### src/rtl/instr_encoder.sv
// RV32I instruction encoder with a 2-entry output FIFO.
// Illegal requests are still encoded (truncated) and tagged with instrErr.
module instr_encoder (
  input  logic        clk,
  input  logic        rst,
  input  logic        reqValid,
  output logic        reqReady,
  input  logic [2:0]  kind,
  input  logic [4:0]  rd,
  input  logic [4:0]  rs1,
  input  logic [4:0]  rs2,
  input  logic [2:0]  func3,
  input  logic        f7b5,
  input  logic [31:0] imm,
  output logic        instrValid,
  input  logic        instrReady,
  output logic [31:0] instr,
  output logic        instrErr,
  output logic [15:0] encCount
);

  localparam logic [6:0] OP_R    = 7'b0110011;
  localparam logic [6:0] OP_I    = 7'b0010011;
  localparam logic [6:0] OP_S    = 7'b0100011;
  localparam logic [6:0] OP_B    = 7'b1100011;
  localparam logic [6:0] OP_LUI  = 7'b0110111;
  localparam logic [6:0] OP_JAL  = 7'b1101111;
  localparam logic [6:0] OP_LW   = 7'b0000011;
  localparam logic [6:0] OP_JALR = 7'b1100111;

  logic [31:0] word;
  logic        err;
  logic        ok11, ok12, ok20;

  // Sign-extension checks: upper bits must all be copies of the sign.
  assign ok11 = (&imm[31:11]) | ~(|imm[31:11]);
  assign ok12 = (&imm[31:12]) | ~(|imm[31:12]);
  assign ok20 = (&imm[31:20]) | ~(|imm[31:20]);

  always_comb begin
    word = '0;
    err  = 1'b0;
    unique case (kind)
      3'd0: word = {1'b0, f7b5, 5'b0, rs2, rs1, func3, rd, OP_R};
      3'd1: begin
        word = {imm[11:0], rs1, func3, rd, OP_I};
        if (func3 == 3'b001 || func3 == 3'b101)
          word[31:25] = {1'b0, f7b5, 5'b0};
        err = ~ok11;
      end
      3'd2: begin
        word = {imm[11:5], rs2, rs1, 3'b010, imm[4:0], OP_S};
        err = ~ok11;
      end
      3'd3: begin
        word = {imm[12], imm[10:5], rs2, rs1, func3,
                imm[4:1], imm[11], OP_B};
        err = (func3[2:1] != 2'b00) | imm[0] | ~ok12;
      end
      3'd4: word = {imm[31:12], rd, OP_LUI};
      3'd5: begin
        word = {imm[20], imm[10:1], imm[11], imm[19:12], rd, OP_JAL};
        err = imm[0] | ~ok20;
      end
      3'd6: begin
        word = {imm[11:0], rs1, 3'b010, rd, OP_LW};
        err = ~ok11;
      end
      3'd7: begin
        word = {imm[11:0], rs1, 3'b000, rd, OP_JALR};
        err = ~ok11;
      end
      default: word = '0;
    endcase
  end

  logic [32:0] mem0, mem1;
  logic [1:0]  cnt;
  logic        rdp, wrp;
  logic        push, pop;
  logic [32:0] head;

  assign reqReady   = ~cnt[1];
  assign instrValid = (cnt != 2'd0);
  assign push       = reqValid & reqReady;
  assign pop        = instrValid & instrReady;
  assign head       = rdp ? mem1 : mem0;
  assign instr      = instrValid ? head[31:0] : 32'h0;
  assign instrErr   = instrValid ? head[32] : 1'b0;

  always_ff @(posedge clk or negedge rst) begin
    if (!rst) begin
      mem0     <= '0;
      mem1     <= '0;
      cnt      <= 2'd0;
      rdp      <= 1'b0;
      wrp      <= 1'b0;
      encCount <= 16'h0;
    end else begin
      if (push) begin
        if (wrp) mem1 <= {err, word};
        else     mem0 <= {err, word};
        wrp      <= ~wrp;
        encCount <= encCount + 16'd1;
      end
      if (pop) rdp <= ~rdp;
      unique case ({push, pop})
        2'b10:   cnt <= cnt + 2'd1;
        2'b01:   cnt <= cnt - 2'd1;
        default: cnt <= cnt;
      endcase
    end
  end

endmodule
### config.mk
export PLATFORM = sky130hd
export DESIGN_NAME = instr_encoder
export DESIGN_NICKNAME = d
export VERILOG_FILES = /design/src/rtl/instr_encoder.sv
export SDC_FILE = /design/constraint.sdc
export NUM_CORES = 1
export LEC_CHECK = 0
export BUFFER_PORTS_ARGS = -buffer_cell sky130_fd_sc_hd__buf_2
export CAP_MARGIN = 0
export CORE_UTILIZATION = 54
export DETAILED_ROUTE_END_ITERATION = 8
export PLACE_DENSITY = 0.93
export SYNTH_ARGS = -nofsm -noshare
export SYNTH_HDL_FRONTEND = slang
export SYNTH_SLANG_ARGS = --single-unit
### constraint.sdc
create_clock -name clk -period 1.85 [get_ports clk]
set_input_delay 0 -clock clk [delete_from_list [all_inputs] [get_ports clk]]
set_output_delay 0 -clock clk [all_outputs]
set_load 0.03 [all_outputs]
==> results.toml <==
[synthesis]
synth_area_leader = "dfrtp_1"
yosys-top-cells-area = "dfrtp_1 (48%), mux2i_1 (11%), nand2_1 (7.6%)"
syn-instance-count = 475
synth_seq_area_share_pct = 48.11
synth_top_area_share_pct = 48.11
synth_async_sr_flop_share_pct = 100.0
synth.net_count = 535
postSynthAreaPerCell_um2 = 9.198
ys_warn_count = 0
yosys.cell_count.top_type = "nand2_1"
number_of_flops_mapped_to_enable_cells_by_yosys = 0
post_synth_num_cell_types = 44
synth_top_flop_cell = "dfrtp_1"
ys_seq_elements = 84
synth_commonest_cells = "nand2_1 (88), dfrtp_1 (84), mux2i_1 (47), nor2_1 (46), o21ai_0 (39)"
syn_std_cell_area_um2 = 4369

[critical_path]
end_kind = "flip-flop"
crit_required_ns = 2.12
path_class = "flip-flop to flip-flop"
critical_path_arrival_ns = 1.94
timing.critical_path.fanout_max = 8
cp_num_buf_inv = 0
critical_path.slowest_cell = "dfrtp_1"
worst_setup_path_start_kind = "flip-flop"
critical_path.cell_chain = "nor2b_2, nand4_1, nor2_1, nand3_1, xnor2_1"
critPathTopFamily = "simple AND/OR/NAND/NOR gates"
timing.critical_path.slowest_cell_delay_ns = 0.41

[floorplan]
design.die.area_um2 = 8455
design.portCount = 109
fp.dieW_um = 91.95
fp-row-count = 32
floorplan.core_area_um2 = 7767
start_util_pct = 56.25
chipHeight_um = 91.95

[cts]
cts-htree-levels = 3
tritoncts_clock_tree = "done"
max-clock-path-buffers = 2
cts_sinks = 84
clock_tree.root_cell = "clkbuf_8"
numCtsBuffers = 9
clk_pin_slew_worst_paths_ns = 0.09
worst_skew_pair.late_latency_ns = 0.36
cts_setup_buffers = 0

[placed_design]
port_buffers = 108
setup_slack_at_placement_ns = 0.1893
dp_hpwl_mm = 7.760
finalWeightedCongestion = 0.9125
number_of_placed_cells_counting_well_taps = 664

[layout]
antenna_cells_inserted = 0
finish.net_count = 653
areaGrowthSynthToFinish_pct = 24.37
proportion_of_layout_cells_with_a_drive_suffix_above_1_pct = 24.41
stdcell_count = 700

[sta]
tns_ns = 0
fin_worst_hold_slack_ns = 0.002118
setup_repair_after_global_routing_missed_its_margin = "no"
finalWorstPathRequiredPeriod_ns = 1.670
slew_headroom_pct = 58.00
clock-skew-final_ns = 0.008295
timing_worst_slew_pin_value_ns = 0.6301
report.final.hold_viol_count = 0
worst_slack_setup_final_ns = 0.1797
setup_viol_count_final = 0
number_of_max_slew_violations_in_the_final_report = 0
fmaxAchievable_ghz = 0.5987
min_period_over_period_pct = 90.28

[status]
run_status = "complete, no violations"

[routing]
avgRoutedWirePerCell_um = 16.84
drt-vias-per-instance = 5.823
antenna_left = 0
drc_errors = 0
wirelength_mm = 11.79
firstDrtPassIters = 5
drt_iter0_markers = 264
via_count = 4076

[hold_path]
hold_crit_class = "primary input to flip-flop"

[global_routing]
antenna_found_initial = 0
vias_in_the_first_global_route = 4062
track_usage_pct = 29.10
grt_overflow = 0
grt_max_degree = 62
grt_first_pass_wirelength_mm = 19.08

[power_and_ir_drop]
cellLeakagePower_nw = 2.712
irDropWorstVdd_uv = 904.8
cellPowerDensity_nw_per_um2 = 1613

[job]
maxCapViolations = 0
==> sequential cells by signal, summed over array words and instances, names as in the netlist <==
register and count:
rdp 1, encCount 16, cnt 2, wrp 1, mem0 32, mem1 32
==> layer usage <==
| metal | vias to the layer above | wire length (um) | global-route usage, % | share of wire, % |
|---|---|---|---|---|
| li1 | 1872 | - | - | - |
| met1 | 1947 | 4539 | 34.18 | 39 |
| met2 | 214 | 5887 | 50.25 | 50 |
| met3 | 43 | 979 | 8.541 | 8.3 |
| met4 | 0 | 380 | 10.81 | 3.2 |
| met5 | - | 0 | 0 | 0 |
==> stage by stage <==
step	power (mW)	instance area, um2	util (%)
global route	9.272	5434	69.96
CTS	8.765	5434	69.96
global placement	6.947	4994	64.29
floorplan	5.931	4369	-
finish	8.762	5434	69.96
detailed placement	7.124	4994	64.29
==> tightest hold or removal path, cell delays in order <==
cell and delay, ns:
buf_2 0.10, a21oi_1 0.08, o21ai_0 0.14
==> area by class of cell <==
type / count / area [um2]
Multi-Input combinational cell: 354 / 2110
Sequential cell: 84 / 2103
Clock buffer: 11 / 131.4
Clock inverter: 5 / 108.9
Timing Repair Buffer: 138 / 830.8
Fill cell: 602 / 2333
Inverter: 6 / 22.52
Tap cell: 102 / 127.6
==> cell families (layout without fill, tap and decap cells) <==
logic type                 count (synthesis)  count (layout)  share of synthesized area, %
DFF                                       84              84                         48.11
adders and majority gates                  2               2                        0.5726
muxes                                     51              51                         11.80
buffers and inverters                     37             160                         3.780
and+or+nand+nor                          174             174                         17.53
xor gates and xnor gates                  20              20                         4.009
AOI/OAI and AO/OA                        107             107                         14.20
==> power breakdown <==
group,total (mW),internal (mW),switching (mW),leakage [nW]
Combinational,4.16,1.37,2.79,1.54
Clock,1.59,0.908,0.681,0.116
Sequential,3.01,2.56,0.446,1.06
==> final timing paths <==
kind / cells after the start / to / start / slack [ns]
worst min register to register: 1 / mem1[1] / mem1[1] / 0.48
max in group asynchronous: 3 / rdp / rst / 1.02
worst max register to register: 5 / encCount[12] / cnt[1] / 0.18
worst max-delay path: 5 / encCount[12] / cnt[1] / 0.18
min in group asynchronous: 2 / encCount[13] / rst / 0.20
worst min-delay path: 3 / mem0[14] / func3[2] / 0.002
==> layout by cell type (no fill, tap or decap), drive strengths merged, types with 11 or more instances in the layout <==
cell type    synthesis  final
buf                 13    118
nand2               88     88
dfrtp               84     84
o21ai               75     75
mux2i               47     47
nor2                47     47
dlygate4sd3          0     20
xnor2               16     16
clkbuf              18     11
==> what timing repair did <==
| item | in CTS | in global routing |
|---|---|---|
| setup endpoints to repair | 0 | 0 |
| gates resized for setup | 0 | 0 |
| hold endpoints to repair | 68 | 0 |
| hold buffers | 20 | 0 |
Note: power is estimated with default switching activity, not from simulation.
